`src/rtl/mem_arb_pkg.sv`:
```
// Shared types and default widths for the I/D memory arbiter.
package mem_arb_pkg;

    localparam int unsigned WIDTH       = 64;
    localparam int unsigned BLOCKSZ     = 512;
    localparam int unsigned ADDRESSSIZE = 64;

    typedef enum logic {IDLE, WAIT} arb_state_t;

    typedef enum logic {REQ_I, REQ_D} req_id_t;

    typedef struct packed {
        logic [ADDRESSSIZE-1:0] addr;
        logic                   wr_en;
        logic [WIDTH-1:0]       wdata;
    } arb_req_t;

    // With both sides pending, prefer_d decides; otherwise the lone pending side wins.
    function automatic req_id_t pick_winner(input logic pend_i,
                                            input logic pend_d,
                                            input logic prefer_d);
        if (pend_d && (!pend_i || prefer_d))
            return REQ_D;
        return REQ_I;
    endfunction

endpackage

```
`src/rtl/mem_arb_if.sv`:
```
// Cache-side and memory-side signal bundle of the I/D memory arbiter.
interface mem_arb_if #(
    parameter int unsigned WIDTH       = mem_arb_pkg::WIDTH,
    parameter int unsigned BLOCKSZ     = mem_arb_pkg::BLOCKSZ,
    parameter int unsigned ADDRESSSIZE = mem_arb_pkg::ADDRESSSIZE
);

    logic                   i_req;
    logic [ADDRESSSIZE-1:0] i_addr;
    logic                   i_wr_en;
    logic [WIDTH-1:0]       i_wdata;
    logic [BLOCKSZ-1:0]     i_rdata;
    logic                   i_valid;

    logic                   d_req;
    logic [ADDRESSSIZE-1:0] d_addr;
    logic                   d_wr_en;
    logic [WIDTH-1:0]       d_wdata;
    logic [BLOCKSZ-1:0]     d_rdata;
    logic                   d_valid;

    logic                   mem_req;
    logic [ADDRESSSIZE-1:0] mem_address;
    logic                   mem_wr_en;
    logic [WIDTH-1:0]       mem_data_out;
    logic [BLOCKSZ-1:0]     mem_data_in;
    logic                   mem_data_valid;

    // Arbiter side.
    modport slave (
        input  i_req, i_addr, i_wr_en, i_wdata,
        output i_rdata, i_valid,
        input  d_req, d_addr, d_wr_en, d_wdata,
        output d_rdata, d_valid,
        output mem_req, mem_address, mem_wr_en, mem_data_out,
        input  mem_data_in, mem_data_valid
    );

    // Caches and memory side.
    modport master (
        output i_req, i_addr, i_wr_en, i_wdata,
        input  i_rdata, i_valid,
        output d_req, d_addr, d_wr_en, d_wdata,
        input  d_rdata, d_valid,
        input  mem_req, mem_address, mem_wr_en, mem_data_out,
        output mem_data_in, mem_data_valid
    );

endinterface

```
`src/rtl/mem_arb_req_slot.sv`:
```
// One requester's pending flag and captured request fields.
module mem_arb_req_slot
    import mem_arb_pkg::*;
(
    input  logic     clk,
    input  logic     rst,
    input  logic     req,
    input  arb_req_t req_fields,
    input  logic     done,
    output logic     pend,
    output arb_req_t fields
);

    // A pulse on an already-pending side is dropped, unless that request completes on this same edge.
    logic accept;
    assign accept = req && (!pend || done);

    always_ff @(posedge clk) begin
        if (rst) begin
            pend   <= 1'b0;
            fields <= '0;
        end else if (accept) begin
            pend   <= 1'b1;
            fields <= req_fields;
        end else if (done) begin
            pend   <= 1'b0;
        end
    end

endmodule

```
`src/rtl/mem_arbiter.sv`:
```
// Arbitrates one memory port between the I and D caches; define MEM_ARB_RR_EN
// for round-robin tie breaking, otherwise D has fixed priority.
module mem_arbiter
    import mem_arb_pkg::*;
(
    input  logic clk,
    input  logic rst,
    mem_arb_if.slave bus
);

    arb_state_t state, state_next;
    req_id_t    owner, grant_id;
    logic       grant, resp;
    logic       i_done, d_done;
    logic       pend_i, pend_d;
    logic       prefer_d;
    arb_req_t   i_new, d_new;
    arb_req_t   i_fields, d_fields, win;

    assign i_new = '{addr: bus.i_addr, wr_en: bus.i_wr_en, wdata: bus.i_wdata};
    assign d_new = '{addr: bus.d_addr, wr_en: bus.d_wr_en, wdata: bus.d_wdata};

    mem_arb_req_slot u_slot_i (
        .clk        (clk),
        .rst        (rst),
        .req        (bus.i_req),
        .req_fields (i_new),
        .done       (i_done),
        .pend       (pend_i),
        .fields     (i_fields)
    );

    mem_arb_req_slot u_slot_d (
        .clk        (clk),
        .rst        (rst),
        .req        (bus.d_req),
        .req_fields (d_new),
        .done       (d_done),
        .pend       (pend_d),
        .fields     (d_fields)
    );

`ifdef MEM_ARB_RR_EN
    req_id_t last_grant;

    // Only contested grants move the pointer, so an uncontested grant never costs the other side a tie.
    always_ff @(posedge clk) begin
        if (rst)
            last_grant <= REQ_I;
        else if (grant && pend_i && pend_d)
            last_grant <= grant_id;
    end

    assign prefer_d = (last_grant == REQ_I);
`else
    assign prefer_d = 1'b1;
`endif

    always_comb begin
        state_next = state;
        grant      = 1'b0;
        resp       = 1'b0;
        grant_id   = pick_winner(pend_i, pend_d, prefer_d);
        case (state)
            IDLE: begin
                if (pend_i || pend_d) begin
                    grant      = 1'b1;
                    state_next = WAIT;
                end
            end
            WAIT: begin
                if (bus.mem_data_valid) begin
                    resp       = 1'b1;
                    state_next = IDLE;
                end
            end
            default: state_next = IDLE;
        endcase
    end

    assign i_done = resp && (owner == REQ_I);
    assign d_done = resp && (owner == REQ_D);
    assign win    = (grant_id == REQ_D) ? d_fields : i_fields;

    always_ff @(posedge clk) begin
        if (rst)
            state <= IDLE;
        else
            state <= state_next;
    end

    always_ff @(posedge clk) begin
        if (rst) begin
            owner            <= REQ_I;
            bus.mem_req      <= 1'b0;
            bus.mem_address  <= '0;
            bus.mem_wr_en    <= 1'b0;
            bus.mem_data_out <= '0;
            bus.i_valid      <= 1'b0;
            bus.d_valid      <= 1'b0;
            bus.i_rdata      <= '0;
            bus.d_rdata      <= '0;
        end else begin
            bus.mem_req <= grant;
            bus.i_valid <= i_done;
            bus.d_valid <= d_done;
            if (grant) begin
                owner            <= grant_id;
                bus.mem_address  <= win.addr;
                bus.mem_wr_en    <= win.wr_en;
                bus.mem_data_out <= win.wdata;
            end
            if (i_done)
                bus.i_rdata <= bus.mem_data_in;
            if (d_done)
                bus.d_rdata <= bus.mem_data_in;
        end
    end

endmodule

```
`src/flat_wrapper.sv`:
```
// flat-port wrapper written by rule: the top's interface ports become plain ports
module mem_arbiter_flat import mem_arb_pkg::*;
  (clk, rst, bus_i_req, bus_i_addr, bus_i_wr_en, bus_i_wdata, bus_i_rdata, bus_i_valid, bus_d_req, bus_d_addr, bus_d_wr_en, bus_d_wdata, bus_d_rdata, bus_d_valid, bus_mem_req, bus_mem_address, bus_mem_wr_en, bus_mem_data_out, bus_mem_data_in, bus_mem_data_valid);
  mem_arb_if bus_i ();
  input  logic clk;
  input  logic rst;
  input wire logic [$bits(bus_i.i_req)-1:0] bus_i_req;
  input wire logic [$bits(bus_i.i_addr)-1:0] bus_i_addr;
  input wire logic [$bits(bus_i.i_wr_en)-1:0] bus_i_wr_en;
  input wire logic [$bits(bus_i.i_wdata)-1:0] bus_i_wdata;
  output wire logic [$bits(bus_i.i_rdata)-1:0] bus_i_rdata;
  output wire logic [$bits(bus_i.i_valid)-1:0] bus_i_valid;
  input wire logic [$bits(bus_i.d_req)-1:0] bus_d_req;
  input wire logic [$bits(bus_i.d_addr)-1:0] bus_d_addr;
  input wire logic [$bits(bus_i.d_wr_en)-1:0] bus_d_wr_en;
  input wire logic [$bits(bus_i.d_wdata)-1:0] bus_d_wdata;
  output wire logic [$bits(bus_i.d_rdata)-1:0] bus_d_rdata;
  output wire logic [$bits(bus_i.d_valid)-1:0] bus_d_valid;
  output wire logic [$bits(bus_i.mem_req)-1:0] bus_mem_req;
  output wire logic [$bits(bus_i.mem_address)-1:0] bus_mem_address;
  output wire logic [$bits(bus_i.mem_wr_en)-1:0] bus_mem_wr_en;
  output wire logic [$bits(bus_i.mem_data_out)-1:0] bus_mem_data_out;
  input wire logic [$bits(bus_i.mem_data_in)-1:0] bus_mem_data_in;
  input wire logic [$bits(bus_i.mem_data_valid)-1:0] bus_mem_data_valid;
  assign bus_i.i_req = bus_i_req;
  assign bus_i.i_addr = bus_i_addr;
  assign bus_i.i_wr_en = bus_i_wr_en;
  assign bus_i.i_wdata = bus_i_wdata;
  assign bus_i_rdata = bus_i.i_rdata;
  assign bus_i_valid = bus_i.i_valid;
  assign bus_i.d_req = bus_d_req;
  assign bus_i.d_addr = bus_d_addr;
  assign bus_i.d_wr_en = bus_d_wr_en;
  assign bus_i.d_wdata = bus_d_wdata;
  assign bus_d_rdata = bus_i.d_rdata;
  assign bus_d_valid = bus_i.d_valid;
  assign bus_mem_req = bus_i.mem_req;
  assign bus_mem_address = bus_i.mem_address;
  assign bus_mem_wr_en = bus_i.mem_wr_en;
  assign bus_mem_data_out = bus_i.mem_data_out;
  assign bus_i.mem_data_in = bus_mem_data_in;
  assign bus_i.mem_data_valid = bus_mem_data_valid;
  mem_arbiter u_core (.clk(clk), .rst(rst), .bus(bus_i));
endmodule
```
`config.mk`:
```
export PLATFORM = sky130hd
export DESIGN_NAME = mem_arbiter_flat
export DESIGN_NICKNAME = d
export VERILOG_FILES = /design/src/rtl/mem_arb_pkg.sv /design/src/rtl/mem_arb_if.sv /design/src/rtl/mem_arb_req_slot.sv /design/src/rtl/mem_arbiter.sv /design/src/flat_wrapper.sv
export SDC_FILE = /design/constraint.sdc
export NUM_CORES = 2
export LEC_CHECK = 0
export CELL_PAD_IN_SITES_DETAIL_PLACEMENT = 0
export CELL_PAD_IN_SITES_GLOBAL_PLACEMENT = 2
export CORE_AREA = 2 2 763 765
export DETAILED_ROUTE_END_ITERATION = 6
export DIE_AREA = 0 0 765 767
export GPL_TIMING_DRIVEN = 0
export PLACE_DENSITY_LB_ADDON = 0.1
export SLEW_MARGIN = 20
export SYNTH_ARGS = -nofsm -noshare
export SYNTH_HDL_FRONTEND = slang
export SYNTH_SLANG_ARGS = --single-unit
```
`constraint.sdc`:
```
create_clock -name clk -period 1.45 [get_ports clk]
set_clock_uncertainty 0.1 [all_clocks]
set_input_delay 0.145 -clock clk [delete_from_list [all_inputs] [get_ports clk]]
set_output_delay 0.145 -clock clk [all_outputs]
set_load 0.01 [all_outputs]
```
==> metrics.txt <==
# TYPE chip_impl_metric gauge
chip_impl_metric{name="static-leakage-power",unit="nW"} 35.5
chip_impl_metric{name="max_slew_margin",unit=""} 0.269
chip_impl_metric{name="total_i_o_pin_count",unit=""} 1931
chip_impl_metric{name="timing.critical_path.arrival",unit="ns"} 1.53
chip_impl_metric{name="route.detailed.vias_per_inst",unit=""} 3.22
chip_impl_metric{name="largest_net_degree_at_the_start_of_global_routing",unit=""} 17
chip_impl_metric{name="report.final.hold_viol_count",unit=""} 0
chip_impl_metric{name="maximum_clock_insertion_buffer_count",unit=""} 4
chip_impl_metric{name="layout-area-overhead-vs-synth",unit="%"} 82.6
chip_impl_metric{name="synthesis.nets",unit=""} 6932
chip_impl_metric{name="yosysWarningCount",unit=""} 0
chip_impl_metric{name="clock_sink_count",unit=""} 1418
chip_impl_info{name="status",value="finished with violations"} 1
chip_impl_info{name="start_kind",value="register"} 1
chip_impl_metric{name="setup_viol_count_final",unit=""} 2563
chip_impl_info{name="grt_setup_unrepaired",value="true"} 1
chip_impl_metric{name="initial_core_util",unit=""} 0.0902
chip_impl_info{name="kind_of_cell_adding_the_most_delay_to_the_critical_path",value="flip-flops"} 1
chip_impl_metric{name="yosys.area_share.simple",unit=""} 0.219
chip_impl_info{name="cts_tree",value="yes"} 1
chip_impl_metric{name="period_minus_slack",unit="ns"} 1.77
chip_impl_metric{name="dieHeight",unit="um"} 767
chip_impl_metric{name="fp.dieArea",unit="sq mm"} 0.587
chip_impl_metric{name="met2RoutedLength",unit="um"} 253000
chip_impl_metric{name="synth_cells",unit=""} 6157
chip_impl_metric{name="worst-path-max-fanout",unit=""} 2
chip_impl_metric{name="maxClockFrequency",unit="MHz"} 565
chip_impl_metric{name="share_of_post_route_cells_with_drive_strength_above_1",unit=""} 0.222
chip_impl_metric{name="route.antenna.remaining_nets",unit=""} 0
chip_impl_info{name="most_frequent_standard_cell_in_the_layout_excluding_fill_and_tap_cells",value="nand2_1"} 1
chip_impl_metric{name="row_count",unit=""} 280
chip_impl_metric{name="synthAdderAreaFrac",unit=""} 0
chip_impl_metric{name="dr.pass1.iters",unit=""} 6
chip_impl_info{name="mostFrequentLayoutCells",value="2038 x nand2_1, 1227 x dfxtp_1, 1026 x a21oi_1, 805 x dlygate4sd3_1, 799 x buf_2"} 1
chip_impl_metric{name="wl_met3",unit="um"} 43200
chip_impl_metric{name="track_usage",unit=""} 0.159
chip_impl_info{name="violations",value="negative setup slack"} 1
chip_impl_metric{name="placed_cells_incl_taps",unit=""} 15800
chip_impl_metric{name="grt_first_pass_wirelength",unit="um"} 617000
chip_impl_metric{name="final.hold.worst_slack",unit="ns"} 0.0692
chip_impl_metric{name="max_slew.worst_pin.slew",unit="ns"} 1.10
chip_impl_metric{name="final_net_count",unit=""} 9911
chip_impl_metric{name="worst-endpoint-required",unit="ns"} 1.21
chip_impl_metric{name="post_synth_num_cell_types",unit=""} 22
chip_impl_metric{name="cts.clk_slew.worst_paths",unit="ns"} 0.06
chip_impl_metric{name="maximum_capacitance_violations",unit=""} 0
chip_impl_metric{name="cp_num_cells",unit=""} 1
chip_impl_metric{name="worst_path_largest_cell_delay",unit="ns"} 0.33
chip_impl_metric{name="port-buffer-count",unit=""} 1929
chip_impl_metric{name="muxShareOfSynthArea",unit=""} 0.0742
chip_impl_metric{name="via_count_of_the_first_global_routing_pass",unit=""} 56800
chip_impl_metric{name="dp_hpwl",unit="um"} 409000
chip_impl_metric{name="grt_overflow_total",unit=""} 0
chip_impl_metric{name="final_max_slew_viol_count",unit=""} 0
chip_impl_info{name="cts_root_buf",value="clkbuf_16"} 1
chip_impl_metric{name="wire_per_inst",unit="um"} 28.5
chip_impl_metric{name="die_width",unit="um"} 765
chip_impl_metric{name="min_period_over_period",unit=""} 1.22
chip_impl_metric{name="power_density",unit="mW/mm^2"} 1180
chip_impl_metric{name="core",unit="sq mm"} 0.579
chip_impl_metric{name="routed_wirelength",unit="um"} 489000
chip_impl_metric{name="post-route-drc-count",unit=""} 0
chip_impl_info{name="routed.top_layer",value="met5"} 1
chip_impl_info{name="timing.critical_path.cells",value="clkdlybuf4s15_1"} 1
chip_impl_info{name="critPathKind",value="reg2out"} 1
chip_impl_metric{name="layoutNonFillerInstCount",unit=""} 17100
chip_impl_metric{name="worstSkewPairLatency",unit="ns"} 0.93
chip_impl_info{name="worst_path_max_delay_cell",value="dfxtp_1"} 1
chip_impl_metric{name="yosys.area_share.xor_xnor",unit=""} 0
chip_impl_metric{name="post_synth_instance_area",unit="sq mm"} 0.0522
chip_impl_info{name="synth_top_family_by_area",value="simple AND/OR/NAND/NOR gates"} 1
chip_impl_metric{name="synth_area_per_cell",unit="sq um"} 8.48
chip_impl_metric{name="whs_path_depth",unit=""} 3
chip_impl_info{name="cp-end-kind",value="output port"} 1
chip_impl_metric{name="via_count",unit=""} 55200
chip_impl_metric{name="final_core_util",unit=""} 0.165
chip_impl_metric{name="postSynthRegisterBits",unit=""} 1418
chip_impl_metric{name="synth_compound_area_frac",unit=""} 0.118
chip_impl_metric{name="sequential_cell_area_fraction_in_the_yosys_report",unit=""} 0.544
chip_impl_metric{name="tritoncts.num_buffers",unit=""} 214
chip_impl_metric{name="grt_antenna_before_repair",unit=""} 332
chip_impl_metric{name="path_buf_inv",unit=""} 1
chip_impl_metric{name="length_of_routed_wiring_on_met1",unit="um"} 179000
chip_impl_metric{name="ctsHtreeMaxLevel",unit=""} 4
chip_impl_metric{name="rr_worst_depth",unit=""} 6
chip_impl_metric{name="final.setup.worst_slack",unit="ns"} -0.321
chip_impl_metric{name="gp_congestion",unit=""} 0.802
chip_impl_metric{name="first_iter_violations",unit=""} 2290
chip_impl_metric{name="vdd_ir_drop_max",unit="uV"} 986
chip_impl_info{name="hold_class",value="in2reg"} 1
## path summary, 6_finish.rpt
path	slack [ns]	start	end
worst max-delay path	-0.32	u_core.bus.i_rdata[36]$_SDFFE_PP0P_	bus_i_rdata[36]
worst min-delay path	0.07	bus_mem_data_in[485]	u_core.bus.i_rdata[485]$_SDFFE_PP0P_
worst max register to register	-0.32	u_core.owner$_SDFFE_PP0P_	u_core.bus.i_rdata[191]$_SDFFE_PP0P_
worst min register to register	0.35	u_core.bus.d_rdata[34]$_SDFFE_PP0P_	u_core.bus.d_rdata[34]$_SDFFE_PP0P_
## synth_stat cells
cell type / instances / area [sq um]
a211oi_1: 130 / 976
nor2b_1: 1 / 6.26
buf_6: 12 / 135
o21ba_2: 1 / 10.0
buf_2: 310 / 1550
nand2_1: 2048 / 7690
a21oi_1: 1027 / 5140
nand3_1: 1 / 5.00
buf_4: 14 / 105
clkbuf_1: 148 / 556
nand2b_1: 517 / 3230
buf_1: 2 / 7.51
dfxtp_1: 1418 / 28400
a21boi_1: 2 / 15.0
nor2_1: 133 / 499
inv_1: 1 / 3.75
and3_1: 1 / 6.26
o21ai_0: 1 / 5.00
nand3b_1: 1 / 7.51
mux2i_1: 387 / 3870
nor3_1: 1 / 5.00
and3b_1: 1 / 8.76
## registers in the layout, indices dropped and copies added, names as in the netlist, 64 cells and up
| signal | cells |
|---|---|
| u_core.bus.d_rdata | 512 |
| u_core.bus.i_rdata | 512 |
| u_core.u_slot_d.fields | 129 |
| u_core.u_slot_i.fields | 129 |
| u_core.bus.mem_address | 64 |
| u_core.bus.mem_data_out | 64 |
## tightest hold or removal path: stages
cell             delay, ns
clkdlybuf4s50_1       0.70
nand2_1               0.16
a21oi_1               0.05
## layer usage
| metal | GRT usage | vias up |
|---|---|---|
| met5 | 0 | - |
| met4 | 0.0307 | 100 |
| li1 | - | 26200 |
| met2 | 0.302 | 1892 |
| met3 | 0.0600 | 770 |
| met1 | 0.166 | 26300 |
## kinds of logic after synthesis
family,after synthesis
flip-flops,1418
multiplexers,387
AO/OA/AOI/OAI,1161
buffers and inverters,487
AND/OR/NAND/NOR,2704
## area by class of cell
type | count | area, sq um
Timing Repair Buffer | 2769 | 24200
Sequential cell | 1418 | 28700
Clock buffer | 328 | 6280
Antenna cell | 101 | 253
Buffer | 480 | 3890
Multi-Input combinational cell | 4252 | 21700
Clock inverter | 42 | 608
Fill cell | 65800 | 484000
Inverter | 1 | 3.75
Tap cell | 7755 | 9700
## where the power goes
group          switching [mW]  internal (mW)  total [mW]
clock network            22.3           31.4        53.6
registers                1.17           40.8        42.0
logic                    9.71           7.50        17.2
## metrics by stage
stage,TNS [ns],instance area (sq um),worst slack [ns],total power [mW]
2_1_floorplan,0,52200,0.00104,47.4
3_3_place_gp,-2545.55,81200,-2.99,57.9
3_5_place_dp,-2124.98,81400,-2.00,57.9
4_1_cts,-962.46,95000,-0.458,116
5_1_grt,-876.42,95200,-0.419,118
6_report,-558.70,95400,-0.321,113
## what timing repair did
| action | CTS | global route |
|---|---|---|
| hold buffers | 804 | 1 |
| pin swaps | 1 | 1 |
| hold endpoints to repair | 1260 | 1 |
| gates cloned | 5 | 5 |
| buffers inserted | 14 | 7 |
| gates resized for setup | 5254 | 738 |
| setup endpoints to repair | 2574 | 2573 |
No activity file was read; power rests on OpenSTA's default activity.
